==> config.mk <==
export PLATFORM = sky130hd
export DESIGN_NAME = hazard_ctrl
export DESIGN_NICKNAME = d
export VERILOG_FILES = /design/src/rtl/hazard_ctrl.sv
export SDC_FILE = /design/constraint.sdc
export NUM_CORES = 1
export LEC_CHECK = 0
export CAP_MARGIN = 20
export CELL_PAD_IN_SITES_DETAIL_PLACEMENT = 0
export CELL_PAD_IN_SITES_GLOBAL_PLACEMENT = 1
export CORE_MARGIN = 4
export CORE_UTILIZATION = 32
export DETAILED_ROUTE_END_ITERATION = 12
export PLACE_DENSITY_LB_ADDON = 0.1
export SLEW_MARGIN = 40
export SYNTH_ARGS = -nofsm -noshare
export SYNTH_HDL_FRONTEND = slang
export SYNTH_SLANG_ARGS = --single-unit
export TNS_END_PERCENT = 10
==> constraint.sdc <==
create_clock -name clk -period 4.2 [get_ports clk]
set_input_delay 0.84 -clock clk [delete_from_list [all_inputs] [get_ports clk]]
set_output_delay 0.84 -clock clk [all_outputs]
set_load 0.01 [all_outputs]
==> src/rtl/hazard_ctrl.sv <==
`default_nettype none
// ============================================================================
// hazard_ctrl : stall / bubble / flush sequencing for the 5-stage pipeline,
//               with a memory-wait timeout that halts on a hung data memory.
// Optional feature macro: HAZARD_PERF_EN (StallCycles / FlushCount counters)
// Revision   : 1.0
// ============================================================================
module hazard_ctrl #(
  parameter int REG_AW      = 3,
  parameter int MEM_TIMEOUT = 15
) (
  input  logic              clk,
  input  logic              rst,
  input  logic              IdValid,
  input  logic [REG_AW-1:0] IdRs,
  input  logic              IdRsUsed,
  input  logic [REG_AW-1:0] IdRt,
  input  logic              IdRtUsed,
  input  logic              IdRedirect,
  input  logic              ExValid,
  input  logic              ExLoad,
  input  logic [REG_AW-1:0] ExRd,
  input  logic              ExWrEn,
  input  logic              MemReq,
  input  logic              MemReady,
  output logic              StallF,
  output logic              StallD,
  output logic              StallE,
  output logic              BubbleE,
  output logic              FlushF,
  output logic              Halted,
  output logic [1:0]        State
`ifdef HAZARD_PERF_EN
  ,
  output logic [15:0]       StallCycles,
  output logic [15:0]       FlushCount
`endif
);

  typedef enum logic [1:0] {
    RUN      = 2'd0,
    MEM_WAIT = 2'd1,
    HALT     = 2'd2
  } state_t;

  localparam logic [7:0] TIMEOUT = 8'(MEM_TIMEOUT);

  state_t     state, state_nxt;
  logic [7:0] wait_cnt, wait_cnt_nxt;
  logic       load_use, mem_stall, run_rules;
  logic       stall_f, stall_d, stall_e, bubble_e, flush_f;

  assign load_use  = ExValid & ExLoad & ExWrEn & IdValid &
                     ((IdRsUsed & (IdRs == ExRd)) | (IdRtUsed & (IdRt == ExRd)));
  assign mem_stall = MemReq & ~MemReady;

  always_ff @(posedge clk or negedge rst) begin
    if (!rst) begin
      state    <= RUN;
      wait_cnt <= 8'd0;
    end else begin
      state    <= state_nxt;
      wait_cnt <= wait_cnt_nxt;
    end
  end

  always_comb begin
    state_nxt    = state;
    wait_cnt_nxt = wait_cnt;
    run_rules    = 1'b0;
    stall_f      = 1'b0;
    stall_d      = 1'b0;
    stall_e      = 1'b0;
    bubble_e     = 1'b0;
    flush_f      = 1'b0;
    case (state)
      HALT: begin
        stall_f = 1'b1;
        stall_d = 1'b1;
        stall_e = 1'b1;
      end
      MEM_WAIT: begin
        if (mem_stall) begin
          stall_f = 1'b1;
          stall_d = 1'b1;
          stall_e = 1'b1;
          if (wait_cnt == TIMEOUT) begin
            state_nxt = HALT;
          end else begin
            wait_cnt_nxt = wait_cnt + 8'd1;
          end
        end else begin
          // Release (ready, or request withdrawn): hazards apply this same cycle
          state_nxt    = RUN;
          wait_cnt_nxt = 8'd0;
          run_rules    = 1'b1;
        end
      end
      default: begin
        // RUN, and the unused encoding which behaves as RUN
        if (mem_stall) begin
          stall_f      = 1'b1;
          stall_d      = 1'b1;
          stall_e      = 1'b1;
          state_nxt    = MEM_WAIT;
          wait_cnt_nxt = 8'd1;
        end else begin
          state_nxt    = RUN;
          wait_cnt_nxt = 8'd0;
          run_rules    = 1'b1;
        end
      end
    endcase
    if (run_rules) begin
      stall_f  = load_use;
      stall_d  = load_use;
      bubble_e = load_use;
      flush_f  = ~load_use & IdRedirect;
    end
  end

  // Outputs forced low for as long as reset is held
  assign StallF  = rst & stall_f;
  assign StallD  = rst & stall_d;
  assign StallE  = rst & stall_e;
  assign BubbleE = rst & bubble_e;
  assign FlushF  = rst & flush_f;
  assign Halted  = rst & (state == HALT);
  assign State   = rst ? state : 2'd0;

`ifdef HAZARD_PERF_EN
  always_ff @(posedge clk or negedge rst) begin
    if (!rst) begin
      StallCycles <= 16'd0;
      FlushCount  <= 16'd0;
    end else begin
      if (StallD && (StallCycles != 16'hFFFF)) StallCycles <= StallCycles + 16'd1;
      if (FlushF && (FlushCount != 16'hFFFF))  FlushCount  <= FlushCount + 16'd1;
    end
  end
`endif

endmodule
`default_nettype wire
== After elaboration in Yosys (flattened, before gate mapping) ==
Cells that the tools add are included.
Storage, ports and cells
  register bits after elaboration: 10
  input port bits: 20
  output and inout bits: 8
  logic and storage cells: 45
Operators by class
  $add $sub $neg: 1
  eq/ne operators: 7
  multiplexer cells: 16
  bitwise logic cells: 17
  reductions and logical operators: 2
Operator list (number)
  $mux 8: 2
  $pmux 8 s2: 1
  $and 1x1->1: 13
  $mux 1: 9
  $add 8x1->8 const B: 1
  $eq 8x4->1 const B: 1
  $eq 3x3->1: 2
  $mux 2: 3
  $ne 3x3->1 const B: 2
  $pmux 2 s2: 1
  $reduce_and 2->1: 2
  $not 1->1: 3
  $eq 2x1->1 const B: 1
  $eq 2x2->1 const B: 1
  $or 1x1->1: 1

== Depth between registers and ports, before layout ==
Gate-level depths: netlist of the first run.
  depth in word-level cells: 8
  depth in mapped cells: 6
  depth with buffers taken out: 5

== Worst setup path before layout of the first run ==
OpenSTA, ideal clock, no wires.
  path type: input -> output
  from: input MemReq
  to: output StallF
  arrival: 1.591 ns
  required time: 3.360 ns
  setup slack: 1.769 ns
  cell stages on the path: 5
  path buffers: 1
  cells stage by stage: inv_1 o21a_1 nor2b_1 a21o_1 buf_4
On the way
  longest elaborated chain between the ends: 5
  elaborated cells between the ends (all ways): 7
  those cells by class: 5 x mux; 2 x bitwise
Ends and longest elaborated chain
  start, declared: RTL line 24  | input logic MemReq,
  $and 1x1->1 (*): RTL line 55  | assign mem_stall = MemReq & ~MemReady;
  $mux 1 (2 in a row)
  $mux 1 (*)
  $and 1x1->1 (*)
  end, declared: RTL line 26  | output logic StallF,
Mark *: on every way between the ends. The rest lies on a longest branch, timed or not.

== Final worst setup path of the first run ==
  from: input ExRd[1]
  to: output BubbleE
On the way
  longest elaborated chain between the ends: 6
  elaborated cells between the ends (all ways): 8
  those cells by class: 2 x eq/ne; 1 x mux; 5 x bitwise
Ends and longest elaborated chain
  start, declared: RTL line 22  | input logic [REG_AW-1:0] ExRd,
  $eq 3x3->1: RTL line 54  | ((IdRsUsed & (IdRs == ExRd)) | (IdRtUsed & (IdRt == ExRd)));
  $and 1x1->1: RTL line 54
  $or 1x1->1 (*): RTL line 54
  $and 1x1->1 (*): RTL line 53  | assign load_use = ExValid & ExLoad & ExWrEn & IdValid &
  $mux 1 (*): RTL line 114  | if (run_rules) begin
  $and 1x1->1 (*): RTL line 126  | assign BubbleE = rst & bubble_e;
  end, declared: RTL line 29  | output logic BubbleE,
Marks and branches as above.

==> impl_metrics.tcl, run 1 <==
set metrics [dict create \
    status "finished clean" \
    hold_violations 0 \
    ys_ff_latch 10 \
    clkSlewWorstSetupHoldPaths_ns 0.07 \
    drt_iter0_drc 8 \
    die_h_um 54.2 \
    grt_use_total_pct 14.5 \
    setup_viol 0 \
    synth-simple-area-share_pct 29.3 \
    yosysTopAreaCellShare_pct 36.6 \
    synth_compound_area_share_pct 17.9 \
    via_count 643 \
    leakage_uw 0.000419 \
    numPortBuffers 27 \
    worst_ep_required_time_ns 3.36 \
    netlist_top_cells_area "dfrtp_1, xnor2_1, nand2_1" \
    maxSlewHeadroom_pct 64.1 \
    yosysSeqAreaShare_pct 36.6 \
    synth_common_cells "dfrtp_1, xnor2_1, nand2_1, nor2_1" \
    ios 28 \
    antenna_left 0 \
    reg2reg_slack_ns 2.29 \
    fin_crit_sh_pct 80.7 \
    yosysWarnings 0 \
    finalWorstSetupSlack_ns 0.810 \
    synth_edf_count 0 \
    synth_area_per_cell_um2 9.25 \
    synth.cell_area_um2 684 \
    worst_pin_slew_ns 0.537 \
    place_congestion 0.781 \
    drive_above_1_share_pct 7.77 \
    diodes 0 \
    hold_start "wait_cnt[1]" \
    drv_slew 0 \
    fin_area_um2 1020 \
    ys_dominant_reg_cell "dfrtp_1" \
    use_met1_pct 18.4 \
    yosysUniqueCellTypes 34 \
    synth.mux.area_fraction_pct 0 \
    root_buffer "clkbuf_4" \
    critical_path_class "input pin to output pin" \
    syn_inst 74 \
    clock_skew_ns 0.000358 \
    grt_antenna_before_repair 0 \
    reg2regPathDepth 5 \
    hold_slack_ns 0.533 \
    hold_end "wait_cnt[1]" \
    cap_violations 0 \
    num-nets-final 125 \
    rows 16 \
    core_um2 2000 \
    grt_busiest_layer "met2" \
    clk_latency_ns 0.26 \
    path_max_fanout 3 \
    finalCriticalPeriod_ns 3.39 \
    max_freq_mhz 295 \
    cp.arrival_ns 2.55 \
    place_inst 126 \
    cts_setup_buffers 0 \
    ir_drop_mv 0.132 \
    cts_buffers 3 \
    grt_max_degree 12 \
    die_area_um2 2940 \
    place_ws_ns 0.789 \
    htreeDepth 1 \
    async_reset_ff_share_pct 100 \
    dpl-instance-area_um2 980 \
    synth_area_leader_cell "dfrtp_1" \
    wl_um 1770 \
    die_w_um 54.2 \
    dr.pass1.iters 4 \
    use_met3_pct 5.99 \
    synth-adder-area-share_pct 1.83 \
    wl_per_cell_um 13.6 \
    grt_pass1_vias 683 \
    cp-end-kind "output pin" \
    synth_top_family_by_area "simple AND/OR/NAND/NOR gates" \
    drc_errors 0 \
    synth_xor_area_share_pct 11.5 \
    grt_pass1_wl_um 3110 \
    dp_hpwl_um 1480 \
    power.density_nw_per_um2 223 \
    cts_tree "built" \
    initial_core_util_pct 34.2 \
    yosysMostFrequentCell "dfrtp_1" \
    min_path_cells 1 \
    cts_resized 0 \
    instances_no_fill 130 \
    hold_class "flop to flop" \
    rsz0062_at_grt "false" \
    reg2reg_to "wait_cnt[0]" \
    finalSetupTns_ns 0 \
    ctsHoldBuffers 0 \
    area_delta_synth_final_pct 48.4 \
    grt.overflow.total 0 \
    grtUsageMet2_pct 23.1 \
    syn-num-nets 95 \
    rr_startpoint "wait_cnt[0]" \
    cts_sinks 10 \
    cts_buffer_depth 2 \
    crit_path_start_kind "input pin" \
    fillers 193 \
    drt-vias-per-instance 4.95 \
]
[registers in the layout, summed over array words and instances, names as in the netlist]
signal and count:
state 2, wait_cnt 8
[worst max-delay path: stages]
cell             delay [ns]
clkdlybuf4s50_1        0.51
xnor2_1                0.13
nand4_1                0.12
a21oi_1                0.24
and3_1                 0.18
clkdlybuf4s50_1        0.53
[cell families (layout without fill, tap and decap cells)]
group           Yosys count  in the layout
fa+ha+maj                 1              1
compound gates           16             16
xor+xnor                  9              9
simple gates             34             34
buf+inv                   4             33
flops                    10             10
[layout make-up]
class	count	area [um2]	area share (%)
clock buffers	4	36.3	3.57
inverters	1	3.75	0.369
multi-input cells	60	414	40.8
flip-flops and latches	10	250	24.6
well taps	27	33.8	3.33
repair buffers	28	278	27.3
[worst max path at each step]
stage	from	to	cells past startpoint
3_3_place_gp	ExRd[1]	BubbleE	6
5_1_grt	ExRd[0]	StallD	6
6_report	ExRd[1]	BubbleE	6
4_1_cts	ExRd[0]	BubbleE	6
3_5_place_dp	ExRd[1]	BubbleE	6
2_1_floorplan	MemReq	StallF	5
[layout by cell type (no fill, tap or decap), drive strengths merged]
| cell type | n |
|---|---|
| a2111oi | 1 |
| a211o | 1 |
| a211oi | 1 |
| a21o | 2 |
| a21oi | 2 |
| a31oi | 1 |
| a32o | 1 |
| and2 | 3 |
| and3 | 1 |
| and4bb | 1 |
| buf | 1 |
| clkbuf | 4 |
| clkdlybuf4s50 | 27 |
| dfrtp | 10 |
| ha | 1 |
| inv | 1 |
| nand2 | 6 |
| nand2b | 1 |
| nand3 | 3 |
| nand4 | 3 |
| nand4b | 1 |
| nand4bb | 1 |
| nor2 | 5 |
| nor2b | 3 |
| nor3 | 1 |
| nor4 | 2 |
| nor4b | 2 |
| o21a | 1 |
| o21ai | 4 |
| o311ai | 1 |
| o31ai | 1 |
| or4 | 1 |
| xnor2 | 9 |
[stage by stage]
stage	total power, uW	utilization (%)
detailed placement	143	48.9
finish	226	50.7
global placement	143	48.9
global route	240	50.7
CTS	230	50.7
floorplan	114	-
[routing by layer]
metal	wire, um	share of wire (%)	up-vias
li1	-	-	337
met1	864	49	287
met2	762	43	19
met3	146	8.2	0
met4	0	0	0
met5	0	0	-
[power breakdown]
part	internal (uW)	total (uW)	leakage, uW	switching, uW
Clock	52.6	85.3	0.0000210	32.7
Combinational	27.3	42.2	0.000260	14.9
Sequential	97.5	98.9	0.000138	1.43
Total	177	226	0.000419	49.1
(Power assumes the default switching activity.)
==> run 2: changes to the inputs <==
Settings changed: CORE_UTILIZATION 32 to 30.
Clock period 4.2 ns to 3.5 ns, I/O delays scaled along.
==> run 2 against run 1 <==
Net effect: count of clock-buffer cells in the layout did not move; clock skew increased by 0.0069 ns; highest routed layer unchanged; sequential cell count unchanged; final area grew 0.86%.
==> impl_metrics.tcl, run 2 (synthesized netlist as in run 1, its figures left out) <==
set metrics [dict create \
    status "finished clean" \
    hold_violations 0 \
    die_w_um 55.8 \
    clk_latency_ns 0.27 \
    p_seq_share_pct 43.3 \
    worst_ep_required_time_ns 2.80 \
    share_clk_of_total_power_pct 38.3 \
    dp_hpwl_um 1420 \
    diodes 0 \
    crit_path_start_kind "input pin" \
    fin_crit_sh_pct 89.0 \
    via_count 663 \
    cts_buffers 3 \
    layout_common_cells "clkdlybuf4s50_1, dfrtp_1, xnor2_1" \
    area_delta_synth_final_pct 49.7 \
    cts_sinks 10 \
    ir_drop_mv 0.275 \
    clkSlewWorstSetupHoldPaths_ns 0.06 \
    place_congestion 0.801 \
    drc_errors 0 \
    max_freq_mhz 321 \
    root_buffer "clkbuf_4" \
    rsz0062_at_grt "false" \
    core_um2 2190 \
    rr_startpoint "wait_cnt[0]" \
    setup_viol 0 \
    die_h_um 55.8 \
    worst_pin_slew_ns 0.375 \
    grt_use_total_pct 12.3 \
    power.switching_uw 61.0 \
    reg2regPathDepth 5 \
    numPortBuffers 27 \
    place_inst 128 \
    final_common_cell "clkdlybuf4s50_1" \
    die_area_um2 3110 \
    hold_class "flop to flop" \
    cp-startpoint "ExRd[1]" \
    maxSlewHeadroom_pct 74.8 \
    clock_skew_ns 0.00728 \
    leakage_uw 0.000424 \
    rows 17 \
    ctsHoldBuffers 0 \
    num-nets-final 126 \
    power.density_nw_per_um2 267 \
    cp-end-kind "output pin" \
    wl_um 1810 \
    p_sw_share_pct 22.3 \
    finalCriticalPeriod_ns 3.11 \
    grt_antenna_before_repair 0 \
    finalSetupTns_ns 0 \
    critical_path_class "input pin to output pin" \
    ios 28 \
    initial_core_util_pct 31.2 \
    cts_resized 0 \
    drive_above_1_share_pct 8.65 \
    wl_per_cell_um 13.7 \
    instances_no_fill 132 \
    fillers 220 \
    largestRegisters "wait_cnt: 8 flops, state: 2 flops" \
    cp.arrival_ns 2.41 \
    reg2reg_slack_ns 1.61 \
    grt_max_degree 14 \
    top_register "wait_cnt" \
    cts_tree "built" \
    antenna_left 0 \
    dr.pass1.iters 4 \
    drt_iter0_drc 12 \
    drt-vias-per-instance 5.02 \
    grt.overflow.total 0 \
    grt_pass1_wl_um 3060 \
    grt_pass1_vias 653 \
    cts_buffer_depth 2 \
    reg2reg_to "wait_cnt[0]" \
    drv_slew 0 \
    htreeDepth 1 \
    cts_setup_buffers 0 \
    p_int_uw 213 \
    largest_reg_flops 8 \
    crit_end "BubbleE" \
    combPwrFrac_pct 18.4 \
    cap_violations 0 \
    path_max_fanout 3 \
]
==> run 2: power by group through the flow <==
stage,Sequential (uW),Combinational [uW],Clock (uW)
2_1_floorplan,120,16.8,0
3_3_place_gp,121,50.9,0
3_5_place_dp,121,50.7,0
4_1_cts,119,51.0,110
5_1_grt,119,54.9,115
6_report,119,50.3,105
==> run 2: worst min-delay path by stage <==
stage | start | to | slack (ns) | depth (start not counted)
floorplan | rst | state[0] | 0.40 | 0
global placement | wait_cnt[1] | wait_cnt[1] | 0.52 | 1
detailed placement | wait_cnt[1] | wait_cnt[1] | 0.52 | 1
CTS | wait_cnt[1] | wait_cnt[1] | 0.54 | 1
global route | wait_cnt[1] | wait_cnt[1] | 0.56 | 1
finish | wait_cnt[1] | wait_cnt[1] | 0.53 | 1
==> run 2: through the flow <==
| step | cell area [um2] | hold WS, ns | util [%] | total power (uW) | setup slack, ns |
|---|---|---|---|---|---|
| floorplan | 684 | 0.404 | - | 137 | 1.35 |
| global placement | 988 | 0.523 | 45.1 | 172 | 0.392 |
| detailed placement | 988 | 0.524 | 45.1 | 172 | 0.355 |
| CTS | 1020 | 0.539 | 46.8 | 279 | 0.354 |
| global route | 1020 | 0.562 | 46.8 | 288 | 0.250 |
| finish | 1020 | 0.534 | 46.8 | 274 | 0.386 |
==> run 2: final cells by class <==
class | instances | area (um2) | share of cell area, %
clock buffer | 4 | 36.3 | 3.54
tap | 28 | 35.0 | 3.42
multi-input combinational | 60 | 414 | 40.4
timing repair buffer | 29 | 285 | 27.8
sequential | 10 | 250 | 24.4
inverter | 1 | 3.75 | 0.366
==> run 2: metal layers <==
metal	track usage (%)	share of wire, %
met5	0	0
met4	2.08	0
met3	5.34	6.6
met2	18.1	44
met1	16.9	49
==> run 2: critical path, stage by stage <==
cell	delay, ns
clkdlybuf4s50_1	0.52
xnor2_1	0.14
nand4_1	0.11
a21oi_1	0.23
and3_1	0.18
clkdlybuf4s50_1	0.53
==> run 3: changes to the inputs <==
Settings changed: CORE_UTILIZATION 30 to 43, DONT_BUFFER_PORTS set to 1.
==> run 3 against run 2 <==
Net effect: clock skew shrank 0.0026 ns; final area down 29%; global-route usage rose by 2.6 points; largest power group unchanged; highest routed layer is now met4.
==> impl_metrics.tcl, run 3 (synthesized netlist as in run 1, its figures left out) <==
set metrics [dict create \
    status "finished clean" \
    cts_setup_buffers 0 \
    combPwrFrac_pct 7.4 \
    wl_per_cell_um 15.8 \
    worst_ep_required_time_ns 2.80 \
    max_freq_mhz 422 \
    die_w_um 47.9 \
    cap_violations 0 \
    core_um2 1510 \
    hold_class "input pin to async pin" \
    fin_crit_sh_pct 67.6 \
    ctsHoldBuffers 0 \
    p_int_uw 190 \
    drt_iter0_drc 21 \
    cp.arrival_ns 1.67 \
    root_buffer "clkbuf_4" \
    hold_violations 0 \
    antenna_left 0 \
    largestRegisters "wait_cnt: 8 flops, state: 2 flops" \
    cts_buffer_depth 2 \
    cts_resized 0 \
    top_register "wait_cnt" \
    final_common_cell "dfrtp_1" \
    crit_path_start_kind "flop" \
    grt_pass1_vias 480 \
    fillers 149 \
    dr.pass1.iters 4 \
    dp_hpwl_um 1090 \
    layout_common_cells "dfrtp_1, xnor2_1, nand2_1" \
    worst_pin_slew_ns 0.598 \
    rsz0062_at_grt "false" \
    power.switching_uw 52.3 \
    fin_area_um2 724 \
    grt_use_total_pct 14.9 \
    grt.overflow.total 0 \
    path_cells "nand2b_1, o21a_1, nor2b_1, a21o_1" \
    diodes 0 \
    drt-vias-per-instance 5.87 \
    cp-end-kind "output pin" \
    finalCriticalPeriod_ns 2.37 \
    drc_errors 0 \
    die_h_um 47.9 \
    ir_drop_mv 0.160 \
    slowest_stage "dfrtp_1" \
    place_inst 87 \
    clock_skew_ns 0.00469 \
    share_clk_of_total_power_pct 43.6 \
    max_stage_delay_ns 0.42 \
    htreeDepth 1 \
    dpl-instance-area_um2 688 \
    wl_um 1440 \
    grt_antenna_before_repair 0 \
    initial_core_util_pct 45.4 \
    drv_slew 0 \
    via_count 534 \
    cts_tree "built" \
    die_area_um2 2290 \
    ios 28 \
    critPathBufInv 0 \
    area_delta_synth_final_pct 5.85 \
    instances_no_fill 91 \
    setup_viol 0 \
    place_congestion 0.707 \
    leakage_uw 0.000312 \
    crit_family "simple AND/OR/NAND/NOR gates" \
    clkSlewWorstSetupHoldPaths_ns 0.07 \
    drive_above_1_share_pct 9.33 \
    cts_buffers 3 \
    cts_sinks 10 \
    power.density_nw_per_um2 334 \
    finalSetupTns_ns 0 \
    largest_reg_flops 8 \
    maxSlewHeadroom_pct 60.0 \
    p_seq_share_pct 49.0 \
    path_max_fanout 6 \
    p_sw_share_pct 21.6 \
    rows 14 \
    num-nets-final 97 \
    grt_max_degree 18 \
    critical_path_class "flop to output pin" \
    grt_pass1_wl_um 2280 \
    numPortBuffers 0 \
    clk_latency_ns 0.26 \
]
run 3: routing by layer:
metal / routed length [um] / global-route usage, % / vias up / part of all wire [%]
li1: - / - / 279 / -
met1: 676 / 21.2 / 244 / 47
met2: 675 / 19.8 / 9 / 47
met3: 72 / 4.51 / 2 / 5.0
met4: 16 / 8.06 / 0 / 1.1
met5: 0 / 0 / - / 0
run 3: worst register-to-register path, stage by stage, from the launching register on:
cell	delay, ns
dfrtp_1	0.42
ha_1	0.25
nand4b_1	0.14
or4_1	0.57
xnor2_1	0.19
a211oi_1	0.24
run 3: worst paths after layout:
path,startpoint,end,slack (ns),cells after the start
hold / removal,rst,state[0],0.12,0
hold reg to reg,wait_cnt[1],wait_cnt[1],0.53,1
max in group asynchronous,rst,wait_cnt[2],3.31,0
setup reg to reg,wait_cnt[0],wait_cnt[0],1.60,5
min in group clk,MemReady,state[0],0.52,1
setup / recovery,state[0],StallD,1.13,4
run 3: area by class of cell:
class	instances	area (um2)	area share, %
inverter	1	3.75	0.518
sequential	10	250	34.5
multi-input combinational	60	414	57.2
clock buffer	4	36.3	5.01
tap	16	20.0	2.76
run 3: power by group through the flow:
stage	registers, uW	logic [uW]	clock network (uW)
6_report	119	18.0	105
5_1_grt	119	20.1	118
3_5_place_dp	121	17.9	0
4_1_cts	119	18.1	107
3_3_place_gp	121	17.9	0
2_1_floorplan	120	16.8	0
run 3: per-stage QoR:
| stage | power, uW | hold WS (ns) | util, % | setup slack (ns) |
|---|---|---|---|---|
| 2_1_floorplan | 137 | 0.404 | - | 1.35 |
| 3_3_place_gp | 139 | 0.405 | 45.7 | 1.38 |
| 3_5_place_dp | 139 | 0.405 | 45.7 | 1.36 |
| 4_1_cts | 244 | 0.117 | 48.1 | 1.14 |
| 5_1_grt | 257 | 0.0932 | 48.1 | 1.01 |
| 6_report | 242 | 0.121 | 48.1 | 1.13 |
